File: config.mk
export PLATFORM = sky130hd
export DESIGN_NAME = hex_scan_ctrl
export DESIGN_NICKNAME = d
export VERILOG_FILES = /design/src/rtl/hex_scan_ctrl.sv
export SDC_FILE = /design/constraint.sdc
export NUM_CORES = 1
export LEC_CHECK = 0
export ABC_AREA = 1
export BUFFER_PORTS_ARGS = -buffer_cell sky130_fd_sc_hd__clkbuf_2
export CAP_MARGIN = 20
export CORE_MARGIN = 5
export CORE_UTILIZATION = 61
export CTS_CLUSTER_SIZE = 25
export DETAILED_ROUTE_END_ITERATION = 10
export MAX_ROUTING_LAYER = met4
export PLACE_DENSITY = 0.82
export RECOVER_POWER = 100
export SYNTH_ARGS = -nofsm -noshare
export SYNTH_HDL_FRONTEND = slang
export SYNTH_SLANG_ARGS = --single-unit
export TNS_END_PERCENT = 20
File: constraint.sdc
create_clock -name clk -period 4 [get_ports clk]
set_clock_uncertainty 0.15 [all_clocks]
set_input_delay 0.8 -clock clk [delete_from_list [all_inputs] [get_ports clk]]
set_output_delay 0.8 -clock clk [all_outputs]
set_load 0.01 [all_outputs]
File: src/rtl/hex_scan_ctrl.sv
// Six-digit HEX display scan controller: captures a 24-bit value, then writes one digit per
// clock through a single shared 7-segment decoder, with per-digit blanking and global blink.
module hex_scan_ctrl #(
    parameter int unsigned BLINK_DIV = 25000000
) (
    input  logic        clk,
    input  logic        reset,
    input  logic        load,
    input  logic [23:0] value,
    input  logic [5:0]  blank_mask,
    input  logic        blink_en,
    output logic        busy,
    output logic        done,
    output logic [6:0]  HEX0,
    output logic [6:0]  HEX1,
    output logic [6:0]  HEX2,
    output logic [6:0]  HEX3,
    output logic [6:0]  HEX4,
    output logic [6:0]  HEX5
);

    localparam int unsigned CntW = (BLINK_DIV > 2) ? $clog2(BLINK_DIV) : 1;
    localparam logic [CntW-1:0] CntMax = CntW'(BLINK_DIV - 1);
    localparam logic [6:0] SegBlank = 7'b1111111;

    typedef enum logic [1:0] {
        StIdle,
        StScan,
        StDone
    } state_e;

    state_e          r_state;
    state_e          w_state_next;
    logic [2:0]      r_idx;
    logic [2:0]      w_idx_next;
    logic [23:0]     r_value;
    logic [5:0]      r_mask;
    logic [6:0]      r_digit [6];
    logic            w_capture;
    logic            w_write;
    logic [3:0]      w_nibble;
    logic            w_mask_bit;
    logic [6:0]      w_seg;
    logic [CntW-1:0] r_cnt;
    logic            r_phase;
    logic            w_dark;

    function automatic logic [6:0] seg_decode(input logic [3:0] nib);
        logic [6:0] seg;
        unique case (nib)
            4'h0: seg = 7'b1000000;
            4'h1: seg = 7'b1111001;
            4'h2: seg = 7'b0100100;
            4'h3: seg = 7'b0110000;
            4'h4: seg = 7'b0011001;
            4'h5: seg = 7'b0010010;
            4'h6: seg = 7'b0000010;
            4'h7: seg = 7'b1111000;
            4'h8: seg = 7'b0000000;
            4'h9: seg = 7'b0010000;
            4'hA: seg = 7'b0001000;
            4'hB: seg = 7'b0000011;
            4'hC: seg = 7'b1000110;
            4'hD: seg = 7'b0100001;
            4'hE: seg = 7'b0000110;
            4'hF: seg = 7'b0001110;
        endcase
        return seg;
    endfunction

    // The one shared decoder, fed by the idx mux over the captured value.
    always_comb begin
        w_nibble   = 4'h0;
        w_mask_bit = 1'b0;
        case (r_idx)
            3'd0: begin w_nibble = r_value[3:0];   w_mask_bit = r_mask[0]; end
            3'd1: begin w_nibble = r_value[7:4];   w_mask_bit = r_mask[1]; end
            3'd2: begin w_nibble = r_value[11:8];  w_mask_bit = r_mask[2]; end
            3'd3: begin w_nibble = r_value[15:12]; w_mask_bit = r_mask[3]; end
            3'd4: begin w_nibble = r_value[19:16]; w_mask_bit = r_mask[4]; end
            3'd5: begin w_nibble = r_value[23:20]; w_mask_bit = r_mask[5]; end
            default: begin w_nibble = 4'h0;        w_mask_bit = 1'b1;      end
        endcase
        w_seg = w_mask_bit ? SegBlank : seg_decode(w_nibble);
    end

    always_comb begin
        w_state_next = r_state;
        w_idx_next   = r_idx;
        w_capture    = 1'b0;
        w_write      = 1'b0;
        case (r_state)
            StIdle: begin
                if (load) begin
                    w_capture    = 1'b1;
                    w_idx_next   = 3'd0;
                    w_state_next = StScan;
                end
            end
            StScan: begin
                w_write    = 1'b1;
                w_idx_next = r_idx + 3'd1;
                if (r_idx == 3'd5) begin
                    w_state_next = StDone;
                end
            end
            StDone: begin
                w_state_next = StIdle;
            end
            default: begin
                w_state_next = StIdle;
            end
        endcase
    end

    always_ff @(posedge clk) begin
        if (reset) begin
            r_state <= StIdle;
            r_idx   <= 3'd0;
            r_value <= 24'h0;
            r_mask  <= 6'h0;
        end else begin
            r_state <= w_state_next;
            r_idx   <= w_idx_next;
            if (w_capture) begin
                r_value <= value;
                r_mask  <= blank_mask;
            end
        end
    end

    always_ff @(posedge clk) begin
        for (int n = 0; n < 6; n++) begin
            if (reset) begin
                r_digit[n] <= SegBlank;
            end else if (w_write && (r_idx == 3'(n))) begin
                r_digit[n] <= w_seg;
            end
        end
    end

    // Free-running blink divider; independent of the scan state machine.
    always_ff @(posedge clk) begin
        if (reset || !blink_en) begin
            r_cnt   <= '0;
            r_phase <= 1'b0;
        end else if (r_cnt == CntMax) begin
            r_cnt   <= '0;
            r_phase <= ~r_phase;
        end else begin
            r_cnt <= r_cnt + 1'b1;
        end
    end

    always_comb begin
        w_dark = blink_en && r_phase;
        busy   = (r_state != StIdle);
        done   = (r_state == StDone);
        HEX0   = w_dark ? SegBlank : r_digit[0];
        HEX1   = w_dark ? SegBlank : r_digit[1];
        HEX2   = w_dark ? SegBlank : r_digit[2];
        HEX3   = w_dark ? SegBlank : r_digit[3];
        HEX4   = w_dark ? SegBlank : r_digit[4];
        HEX5   = w_dark ? SegBlank : r_digit[5];
    end

endmodule

==> results.md <==
- RR Startpoint: r_state[0]
- Rel. slew slack: between 20% and 30%
- Fmax: about 0.33 GHz
- Largest stage delay on the critical path: about 0.8 ns
- #FFs+latches synth: just over 100
- Vias in the first global route: approximately 4200
- Via density per instance: 5.29
- Maximum VDD drop: 0.228 mV
- Final wirelength: 12200 µm
- Flop pwr share: a little under three fifths
- Final setup violation count: 0
- Final net count: roughly 800
- Core outline area: around 8200 µm²
- DR WL/cell: 14.1 µm
- Fin crit share: between 70% and 80%
- Crit Path Max Fanout: 35
- Ports: between 70 and 80
- Clock transition at path regs: around 0.11 ns
- Drt first pass iters: 5
- Hold Crit Class: reg -> reg
- CP top delay family: buffers and inverters
- Die area: roughly 10000 µm²
- Post-layout power: approximately 2.0 mW
- Synth unique cells: 30
- Power per cell area: roughly 360 nW/µm²
- CP startpoint kind: primary input
- Final Critical Period: 3.01 ns
- Lkg Pwr: 2.37 nW
- Clock Latency Late Sink: around 0.38 ns
- Largest net degree at the start of global routing: between 40 and 50
- H-tree levels: 3
- CP Buf/Inv Count: 3
- Worst r2r path cells: 7
- Crit-path cells: clkbuf_2 > nand2_1 > clkbuf_1 > inv_1 > nor2_1 > nor2_1 > a211oi_1
- CP dominant cell by count: nor2_1
- Flop2flop setup slack: 1.03 ns
- Worst setup path endpoint: r_idx[0]
- Layout cell share with drive strength beyond 1: under 10%
- Setup_tns: 0 ns
- Max-cap violations: 0
- Global-route wire length before repair: 20100 µm
- Critical path arrival: approximately 3.1 ns
- Root Driver: clkbuf_8
- Sw frac: between 20% and 30%
- Tot GR Track Use: approximately a quarter
- Levels on crit path: 7
- Mapped Area: around 5100 µm²
- DR vias: between 4000 and 5000
- Most used DFF post-synth: dfxtp_1
- Post-CTS Setup Bufs: 0
- CP required: slightly above 4 ns
- Post-DRT Antenna Nets: 0
- Grt ovf: 0
- # rows: 33
- GP Congestion: between 0.9 and 1
- Residual DRC: 0
- Post-synth ARST share: 0%
- HPWL after DPL: 9260 µm
- Die Span Y: about 100 µm
- Syn_area_per_cell: 7.50 µm²
- CP startpoint: load
- Mapped Cells: slightly below 700
- Fin. Hold Viols: 0
- Int Power: approximately 1.4 mW
- Cts repair resizes: 0
- Status: finished clean
- Clk pwr share: between 30 and 40%
- RSZ-0062 raised after global routing: false
- Sequential share of the synthesized area: 48.7%
- Critical path's slowest cell: clkbuf_1
- Post-synthesis net count: approximately 730
- P_sw: 0.592 mW
- Setup CP Type: in -> reg
- Reg2reg end: r_idx[0]
- TritonCTS clock tree: done
- Initial core utilization: slightly above 60%
- Max clock buf depth: 2
- TritonCTS buffer count: 9
- Hold_buf cts: 0
- Slew @ Worst Pin: ~1.1 ns
- Ant. Diodes: 0
- Initial antenna violation count: 0
- Clock sink count: 103
- Die width: 101 µm
- Starting DRC count in detailed routing: 394
- Synth Warn #: 0
- P&R area growth vs syn: 11.3%
- Crit end category: register
- Post-synth EDFFs: 42
- Comb power frac: around an eighth
- Max-slew violations: 0
- Number of port buffers: 77
sequential cells by signal (all words and copies together), names as in the netlist:
name and count:
r_value 24, r_cnt 25, r_digit 42, r_idx 3, r_state 2, r_mask 6
r_phase 1
final cells by class:
class                      count  area, µm²
clock buffer                  10        138
clock inverter                 6       48.8
sequential                   103       2480
timing repair buffer          83        360
tap                          105        131
inverter                     100        375
multi-input combinational    458       2140
fill                         735       2500
worst min path at each step:
| stage | from | to | cells past startpoint | slack [ns] |
|---|---|---|---|---|
| 4_1_cts | r_value[1] | r_value[1] | 2 | 0.31 |
| 5_1_grt | r_value[1] | r_value[1] | 2 | 0.32 |
| 6_report | r_mask[0] | r_mask[0] | 2 | 0.31 |
| 3_3_place_gp | r_value[1] | r_value[1] | 2 | 0.29 |
| 2_1_floorplan | r_value[1] | r_value[1] | 2 | 0.27 |
| 3_5_place_dp | r_value[1] | r_value[1] | 2 | 0.29 |
per-stage QoR:
step                      instance area [µm²]  instances  hold slack, ns  setup slack, ns  utilization (%)
final                                    5680        865           0.311            0.992             69.4
after global placement                   5560        847           0.288             1.41             68.0
after global routing                     5680        865           0.321            0.606             69.4
after detailed placement                 5570        849           0.293             1.33             68.2
after CTS                                5760        865           0.307             1.30             70.4
after floorplan                          5100        680           0.274             1.72                -
power groups by stage:
stage          combinational (mW)  sequential, mW  clock, mW
5_1_grt                     0.295            1.15      0.692
4_1_cts                     0.263            1.14      0.648
6_report                    0.260            1.14      0.637
3_5_place_dp                0.262            1.17          0
3_3_place_gp                0.257            1.17          0
2_1_floorplan               0.182            1.16          0
cell usage after synthesis, drive strengths merged, types with 7 or more instances:
master / count / area share (%)
nand2: 161 / 12
nor2: 106 / 7.9
inv: 100 / 7.4
dfxtp: 61 / 24
nand3: 58 / 5.8
o21ai: 43 / 4.2
edfxtp: 42 / 25
nand4: 25 / 3.1
a21oi: 19 / 1.9
nor3: 17 / 2.0
clkbuf: 12 / 0.88
ha: 12 / 2.9
buf: 7 / 0.79
tightest hold or removal path, cell delays in order, from the launching register on:
cell and delay (ns):
dfxtp_1 0.31, inv_1 0.06, a21oi_1 0.05
kinds of logic after synthesis:
logic type	count (synthesis)	synth area share [%]
flops	103	48.7
fa+ha+maj	12	2.94
xor+xnor	6	1.03
buf+inv	119	9.03
compound gates	65	6.53
simple gates	375	31.8
per-layer routing:
| layer | vias up | track usage, % | part of all wire [%] |
|---|---|---|---|
| met4 | 0 | 8.18 | 1.4 |
| li1 | 2341 | - | - |
| met2 | 171 | 39.8 | 46 |
| met3 | 17 | 5.03 | 7.6 |
| met5 | - | - | 0 |
| met1 | 2044 | 34.2 | 45 |
cells in the final DEF, fill, tap and decap left out, types with 12 or more instances in the layout:
master,count
nand3_1,58
clkbuf_1,48
o21ai_0,42
a21oi_1,19
nand4_1,25
nor3_1,16
dfxtp_1,61
clkbuf_2,33
edfxtp_1,42
ha_1,12
inv_1,100
nor2_1,105
nand2_1,160
Note: power is estimated with default switching activity, not from simulation.
